### src/rtl/otter_pkg.sv
// Shared OTTER types for the store path: RS tag type, memory size encodings,
// store-queue entry layout and drain FSM states.
package otter_pkg;

    localparam int OTTER_XLEN = 32;
    localparam int TAG_W      = 4;

    typedef logic [TAG_W-1:0] RS_tag_type;

    localparam logic [1:0] SZ_BYTE = 2'd0;
    localparam logic [1:0] SZ_HALF = 2'd1;
    localparam logic [1:0] SZ_WORD = 2'd2;

    typedef enum logic [1:0] {
        SQ_IDLE,
        SQ_REQ,
        SQ_BACKOFF
    } sq_state_e;

    typedef struct packed {
        logic [OTTER_XLEN-1:0] addr;
        logic [OTTER_XLEN-1:0] data;
        logic [2:0]            mem_type;  // [2]=sign, [1:0]=size
        RS_tag_type            tag;
        logic                  bad;       // misaligned, dropped at the head without a request
    } sq_entry_t;

    function automatic logic is_misaligned(input logic [1:0] size, input logic [1:0] addr_lo);
        case (size)
            SZ_BYTE: return 1'b0;
            SZ_HALF: return addr_lo[0];
            SZ_WORD: return addr_lo != 2'b00;
            default: return 1'b0;
        endcase
    endfunction

endpackage

### src/rtl/sq_fifo.sv
// DEPTH-entry circular buffer of store-queue entries with push, pop, count and a
// flush that optionally keeps the in-flight head entry.
module sq_fifo
    import otter_pkg::*;
#(
    parameter int DEPTH = 4
) (
    input  logic                         clk_i,
    input  logic                         rst_n_i,
    input  logic                         push_i,
    input  sq_entry_t                    push_data_i,
    input  logic                         pop_i,
    input  logic                         flush_i,
    input  logic                         keep_head_i,
    output sq_entry_t                    head_o,
    output logic [$clog2(DEPTH+1)-1:0]   count_o,
    output logic                         full_o,
    output logic                         empty_o
);

    localparam int PTR_W = $clog2(DEPTH);
    localparam int CNT_W = $clog2(DEPTH + 1);

    sq_entry_t        mem_q [DEPTH];
    logic [PTR_W-1:0] rd_ptr_q, rd_ptr_d;
    logic [PTR_W-1:0] wr_ptr_q, wr_ptr_d;
    logic [CNT_W-1:0] cnt_q, cnt_d;
    logic             do_push, do_pop;

    assign do_pop  = pop_i && (cnt_q != '0);
    assign do_push = push_i && (cnt_q != CNT_W'(DEPTH)) && !flush_i;

    always_comb begin
        // NOTE: every always_comb output gets a default first so no path leaves it unassigned (no latch).
        rd_ptr_d = rd_ptr_q;
        wr_ptr_d = wr_ptr_q;
        cnt_d    = cnt_q;
        if (do_pop) begin
            rd_ptr_d = rd_ptr_q + PTR_W'(1);
        end
        if (flush_i) begin
            if (keep_head_i && !do_pop && (cnt_q != '0)) begin
                wr_ptr_d = rd_ptr_q + PTR_W'(1);
                cnt_d    = CNT_W'(1);
            end else begin
                wr_ptr_d = rd_ptr_d;
                cnt_d    = '0;
            end
        end else begin
            if (do_push) begin
                wr_ptr_d = wr_ptr_q + PTR_W'(1);
            end
            cnt_d = cnt_q + CNT_W'(do_push) - CNT_W'(do_pop);
        end
    end

    always_ff @(posedge clk_i) begin
        // NOTE: sequential state uses non-blocking assignments so all registers update from pre-edge values.
        if (!rst_n_i) begin
            rd_ptr_q <= '0;
            wr_ptr_q <= '0;
            cnt_q    <= '0;
        end else begin
            rd_ptr_q <= rd_ptr_d;
            wr_ptr_q <= wr_ptr_d;
            cnt_q    <= cnt_d;
        end
    end

    // NOTE: storage is not reset; count and pointers alone decide which entries are valid.
    always_ff @(posedge clk_i) begin
        if (do_push) begin
            mem_q[wr_ptr_q] <= push_data_i;
        end
    end

    assign head_o  = mem_q[rd_ptr_q];
    assign count_o = cnt_q;
    assign full_o  = (cnt_q == CNT_W'(DEPTH));
    assign empty_o = (cnt_q == '0);

endmodule

### src/rtl/store_queue_unit.sv
// Store execution unit: effective-address adder, in-order store queue and a drain FSM
// to data-memory port 2 with NACK retry. Optional misalign check via STORE_ALIGN_CHK_EN.
module store_queue_unit
    import otter_pkg::*;
#(
    parameter int XLEN      = OTTER_XLEN,
    parameter int DEPTH     = 4,
    parameter int MAX_RETRY = 3
) (
    input  logic            CLK,
    input  logic            RST_N,
    input  logic            ISSUE_VALID,
    input  logic [XLEN-1:0] V1,
    input  logic [XLEN-1:0] V2,
    input  logic [XLEN-1:0] V3,
    input  logic            V1_valid,
    input  logic            V2_valid,
    input  logic            V3_valid,
    input  RS_tag_type      rd_tag,
    input  logic [2:0]      mem_type,
    input  logic            FLUSH,
    output logic            ISSUE_READY,
    output logic            MEM_WRITE,
    output logic [XLEN-1:0] MEM_ADDR2,
    output logic [XLEN-1:0] MEM_WRITE_DATA,
    output logic            MEM_SIGN,
    output logic [1:0]      MEM_SIZE,
    input  logic            mem_resp_valid,
    input  logic            mem_resp,
    output logic            done,
    output RS_tag_type      done_tag,
    output logic            err
);

    localparam int CNT_W = $clog2(DEPTH + 1);
    localparam int RW    = $clog2(MAX_RETRY + 1);

    sq_state_e        state_q, state_d;
    sq_entry_t        enq_entry, head;
    logic [XLEN-1:0]  eff_addr;
    logic [CNT_W-1:0] fifo_count;
    logic             fifo_full, fifo_empty;
    logic             issue_fire, pop, more;
    logic             ack, nack, give_up, drop_bad;
    logic [RW-1:0]    retry_q, retry_d;
    logic             done_q, done_d, err_q, err_d;
    RS_tag_type       done_tag_q;

    assign eff_addr   = V1 + V2;
    assign issue_fire = ISSUE_VALID && ISSUE_READY && V1_valid && V2_valid && V3_valid;

    always_comb begin
        enq_entry.addr     = eff_addr;
        enq_entry.data     = V3;
        enq_entry.mem_type = mem_type;
        enq_entry.tag      = rd_tag;
`ifdef STORE_ALIGN_CHK_EN
        enq_entry.bad      = is_misaligned(mem_type[1:0], eff_addr[1:0]);
`else
        enq_entry.bad      = 1'b0;
`endif
    end

    // The head stays queued while in REQ/BACKOFF, so a flush keeps it and only squashes the rest.
    sq_fifo #(.DEPTH(DEPTH)) u_fifo (
        .clk_i       (CLK),
        .rst_n_i     (RST_N),
        .push_i      (issue_fire),
        .push_data_i (enq_entry),
        .pop_i       (pop),
        .flush_i     (FLUSH),
        .keep_head_i (state_q != SQ_IDLE),
        .head_o      (head),
        .count_o     (fifo_count),
        .full_o      (fifo_full),
        .empty_o     (fifo_empty)
    );

    assign ISSUE_READY = !fifo_full;
    assign more        = fifo_count > CNT_W'(1);
    assign drop_bad    = (state_q == SQ_REQ) && head.bad;
    assign ack         = (state_q == SQ_REQ) && !head.bad && mem_resp_valid && mem_resp;
    assign nack        = (state_q == SQ_REQ) && !head.bad && mem_resp_valid && !mem_resp;
    assign give_up     = nack && (retry_q == RW'(MAX_RETRY));

    always_ff @(posedge CLK) begin
        if (!RST_N) begin
            state_q <= SQ_IDLE;
        end else begin
            state_q <= state_d;
        end
    end

    always_comb begin
        state_d = state_q;
        unique case (state_q)
            SQ_IDLE: begin
                if (!fifo_empty && !FLUSH) state_d = SQ_REQ;
            end
            SQ_REQ: begin
                if (ack || give_up || drop_bad) begin
                    state_d = (more && !FLUSH) ? SQ_REQ : SQ_IDLE;
                end else if (nack) begin
                    state_d = SQ_BACKOFF;
                end
            end
            SQ_BACKOFF: state_d = SQ_REQ;
            default:    state_d = SQ_IDLE;
        endcase
    end

    always_comb begin
        MEM_WRITE = (state_q == SQ_REQ) && !head.bad;
        pop       = ack || give_up || drop_bad;
        done_d    = ack;
        err_d     = give_up || drop_bad;
        retry_d   = retry_q;
        if (pop) begin
            retry_d = '0;
        end else if (nack) begin
            retry_d = retry_q + RW'(1);
        end
    end

    always_ff @(posedge CLK) begin
        if (!RST_N) begin
            retry_q    <= '0;
            done_q     <= 1'b0;
            err_q      <= 1'b0;
            done_tag_q <= '0;
        end else begin
            retry_q <= retry_d;
            done_q  <= done_d;
            err_q   <= err_d;
            if (ack) begin
                done_tag_q <= head.tag;
            end
        end
    end

    assign MEM_ADDR2      = head.addr;
    assign MEM_WRITE_DATA = head.data;
    assign MEM_SIGN       = head.mem_type[2];
    assign MEM_SIZE       = head.mem_type[1:0];
    assign done           = done_q;
    assign done_tag       = done_tag_q;
    assign err            = err_q;

endmodule

### config.mk
export PLATFORM = sky130hd
export DESIGN_NAME = store_queue_unit
export DESIGN_NICKNAME = d
export VERILOG_FILES = /design/src/rtl/otter_pkg.sv /design/src/rtl/sq_fifo.sv /design/src/rtl/store_queue_unit.sv
export SDC_FILE = /design/constraint.sdc
export NUM_CORES = 1
export LEC_CHECK = 0
export ABC_AREA = 1
export BUFFER_PORTS_ARGS = -buffer_cell sky130_fd_sc_hd__clkbuf_2
export CAP_MARGIN = 5
export CORE_MARGIN = 3
export CORE_UTILIZATION = 55
export DETAILED_ROUTE_END_ITERATION = 16
export PLACE_DENSITY = 0.73
export SLEW_MARGIN = 20
export SYNTH_ARGS = -nofsm -noshare
export SYNTH_HDL_FRONTEND = slang
export SYNTH_SLANG_ARGS = --single-unit
### constraint.sdc
create_clock -name CLK -period 5.95 [get_ports CLK]
set_input_delay 1.19 -clock CLK [delete_from_list [all_inputs] [get_ports CLK]]
set_output_delay 1.19 -clock CLK [all_outputs]
set_load 0.02 [all_outputs]
==> metrics.txt <==
hold depth=3; NumNets Final=1654; Tmin final=4.06 ns; share of synthesized registers carrying an async set or reset=0%; ranking of synthesized cells by area=edfxtp_1 (60%), nand2_1 (6.4%), o21ai_0 (5.4%); Post-Syn Area=around 14000 sq um; Top Ports=~190; Mapped Nets=between 1500 and 2000; Startpoint Class=register; grt peak-use layer=met2; antenna violations before repair=0; worst clock skew=0.00707 ns; Worst Max-Slew Pin Slew=1.03 ns; post-synth top area cell=edfxtp_1; CP max-delay cell=inv_4; hold_sp=retry_q[0]; Worst Setup End Kind=output pin; largest net degree at the start of global routing=~120; Flop pwr share=52.8%; Die Wd=167 um; met1 Usage GRT=between 20% and 30%; Netlist cell types=31; layout cells sized above 1=18.7%; met2 usage=between 30% and 40%; ys flop type=edfxtp_1; final period utilization=68.3%; final slew viol count=0; Slew HR=a little under a third; root buffer selected by CTS=clkbuf_16; setup TNS=0 ns; yosys warns=0; vias per std cell=~5.3; Combinational Power Share=a little under a tenth; WHS Endpoint=retry_q[0]; final setup vio count=0; Clk Latency, worst-skew pair=around 0.53 ns; total grt overflow=0; reg-to-reg slack, setup=about 3.2 ns; TritonCTS Buffers=28; sequential share of the synthesized area=~62%; RR Startpoint=u_fifo.count_o[1]; post_cts resized=0; Routed Antenna Nets=0; Port Buffer Count=186; global-route wire length before repair=47800 um; Rows=slightly below 60; Largest stage delay, worst path=0.76 ns; met3 usage=roughly 2.5%; total track usage=21.0%; crit-path max FO=111; die height=about 170 um; Total Wirelength=30200 um; DR DRC count=0; leakage power=approximately 6.7 nW; placed cell count=1799; outcome=completed; htree depth=1; vias post-DR=9878; area grow syn2layout=12.1%; clk buf depth=3; Worst Path Required=around 4.8 ns; worst vdd ir=around 230 uV; n_diodes=0; switch share=22.6%; r2r endpoint=u_fifo.mem_q[3][33]; DRT Pass-1 Iters=5; worst hold path type=reg -> reg; R2R depth=7; Final Hold Viols=0; clock share of power=between 30% and 40%; leading cell types by count after synthesis=edfxtp_1 (284), nand2_1 (243), nor2_1 (194); Crit Path Category=reg -> out; Yosys reg bits=301; Routed WL per cell=around 16 um; cells after synthesis=1386; top cell type's share of synthesized area=approximately three fifths; critical-path cell list=inv_4 > buf_4 > o21ai_0 > o22ai_1 > clkbuf_2; CP startpoint=u_fifo.rd_ptr_q[0]; EDFF count, synth=about 280; NetSw=approximately 0.0010 W; Clock transition at path regs=about 0.07 ns; GPL Wtd Cong=about 0.85; TritonCTS clock tree=built; final std cells w/o fill=roughly 1900; core area=around 25000 sq um; first-iteration detailed-routing DRC count=roughly 700; Starting Density=56.4%; CTS Sinks=between 300 and 400; critical path arrival=approximately 2.9 ns; Fmax achieved=about 250 MHz; count leader, synth=edfxtp_1; Max Cap Viol=0; synthesized area per cell=10.3 sq um; Detailed Place HPWL=around 20000 um; RSZ-0062 raised after global routing=false; vias in the first global route=9458; die area=approximately 28000 sq um; number of post-CTS setup repair buffers=0; Pwr per Cell Area=281 nW/um^2; Post-CTS Hold Buffers=0; P_int=about 0.0035 W
==> registers in the layout (all words and copies together), names as in the netlist <==
signal / flops
u_fifo.wr_ptr_q: 2
done_tag: 4
state_q: 2
err: 1
retry_q: 2
u_fifo.rd_ptr_q: 2
done: 1
u_fifo.mem_q: 284
u_fifo.count_o: 3
==> power groups by stage <==
stage | combinational [W] | sequential (W) | clock [W]
after global routing | 0.000484 | 0.00238 | 0.00182
after floorplan | 0.000283 | 0.00243 | 0
final | 0.000427 | 0.00238 | 0.00170
after detailed placement | 0.000424 | 0.00242 | 0
after global placement | 0.000413 | 0.00242 | 0
after CTS | 0.000426 | 0.00238 | 0.00173
==> metrics by stage <==
step	util, %	area, sq um	worst slack [ns]	power [W]	hold slack, ns
4_1_cts	63.2	16000	1.87	0.00454	0.549
5_1_grt	63.2	16000	1.65	0.00468	0.582
3_3_place_gp	59.5	15100	2.36	0.00284	0.529
2_1_floorplan	-	14300	0.882	0.00271	0.512
6_report	63.2	16000	1.89	0.00451	0.550
3_5_place_dp	59.7	15100	2.32	0.00285	0.538
==> placed cells by master, fill, tap and decap left out, types with 2 or more instances in the layout <==
cell type,count
inv_1,135
nor2_1,190
buf_12,4
dfxtp_1,15
clkinv_2,10
buf_4,4
nor3_2,3
nor3_1,5
edfxtp_1,284
a21oi_1,26
clkbuf_16,29
nor2_4,4
nand3_2,7
nand2_2,15
nand2_1,243
xor2_1,17
fa_1,2
clkinv_1,3
inv_2,8
clkbuf_2,186
nor2_2,6
a31oi_1,4
ha_1,40
o22ai_1,67
nand4_1,7
bufinv_16,2
clkbuf_1,6
o21ai_0,153
nand3_1,32
==> metal layers <==
layer,vias to the layer above,part of all wire [%]
met1,4619,44
li1,4898,-
met2,326,48
met3,35,6.1
met4,0,1.4
met5,-,0
==> cell type report <==
cell class	count	area (sq um)
multi-input cells	829	4220
clock inverters	16	138
inverters	144	543
flip-flops and latches	301	8870
clock buffers	35	748
well taps	330	413
fillers	2050	9310
repair buffers	196	1080
==> worst max path at each step <==
| stage | end | depth (start not counted) |
|---|---|---|
| 2_1_floorplan | u_fifo.mem_q[0][0] | 6 |
| 3_3_place_gp | u_fifo.mem_q[3][41] | 8 |
| 3_5_place_dp | u_fifo.mem_q[3][40] | 8 |
| 4_1_cts | MEM_ADDR2[14] | 4 |
| 5_1_grt | MEM_ADDR2[11] | 5 |
| 6_report | MEM_ADDR2[16] | 5 |
==> worst max-delay path, delay by kind of cell, from the launching register on <==
family | cells | cell delay [ns]
flops | 1 | 0.44
compound gates | 2 | 0.37
buf+inv | 3 | 1.44
==> logic make-up after synthesis <==
kind of cell / synth area share [%]
simple gates: 14.8
flops: 62.1
buf+inv: 8.61
compound gates: 9.58
fa+ha+maj: 3.78
xor+xnor: 1.10
mux: 0.0788
No activity file was read; power rests on OpenSTA's default activity.
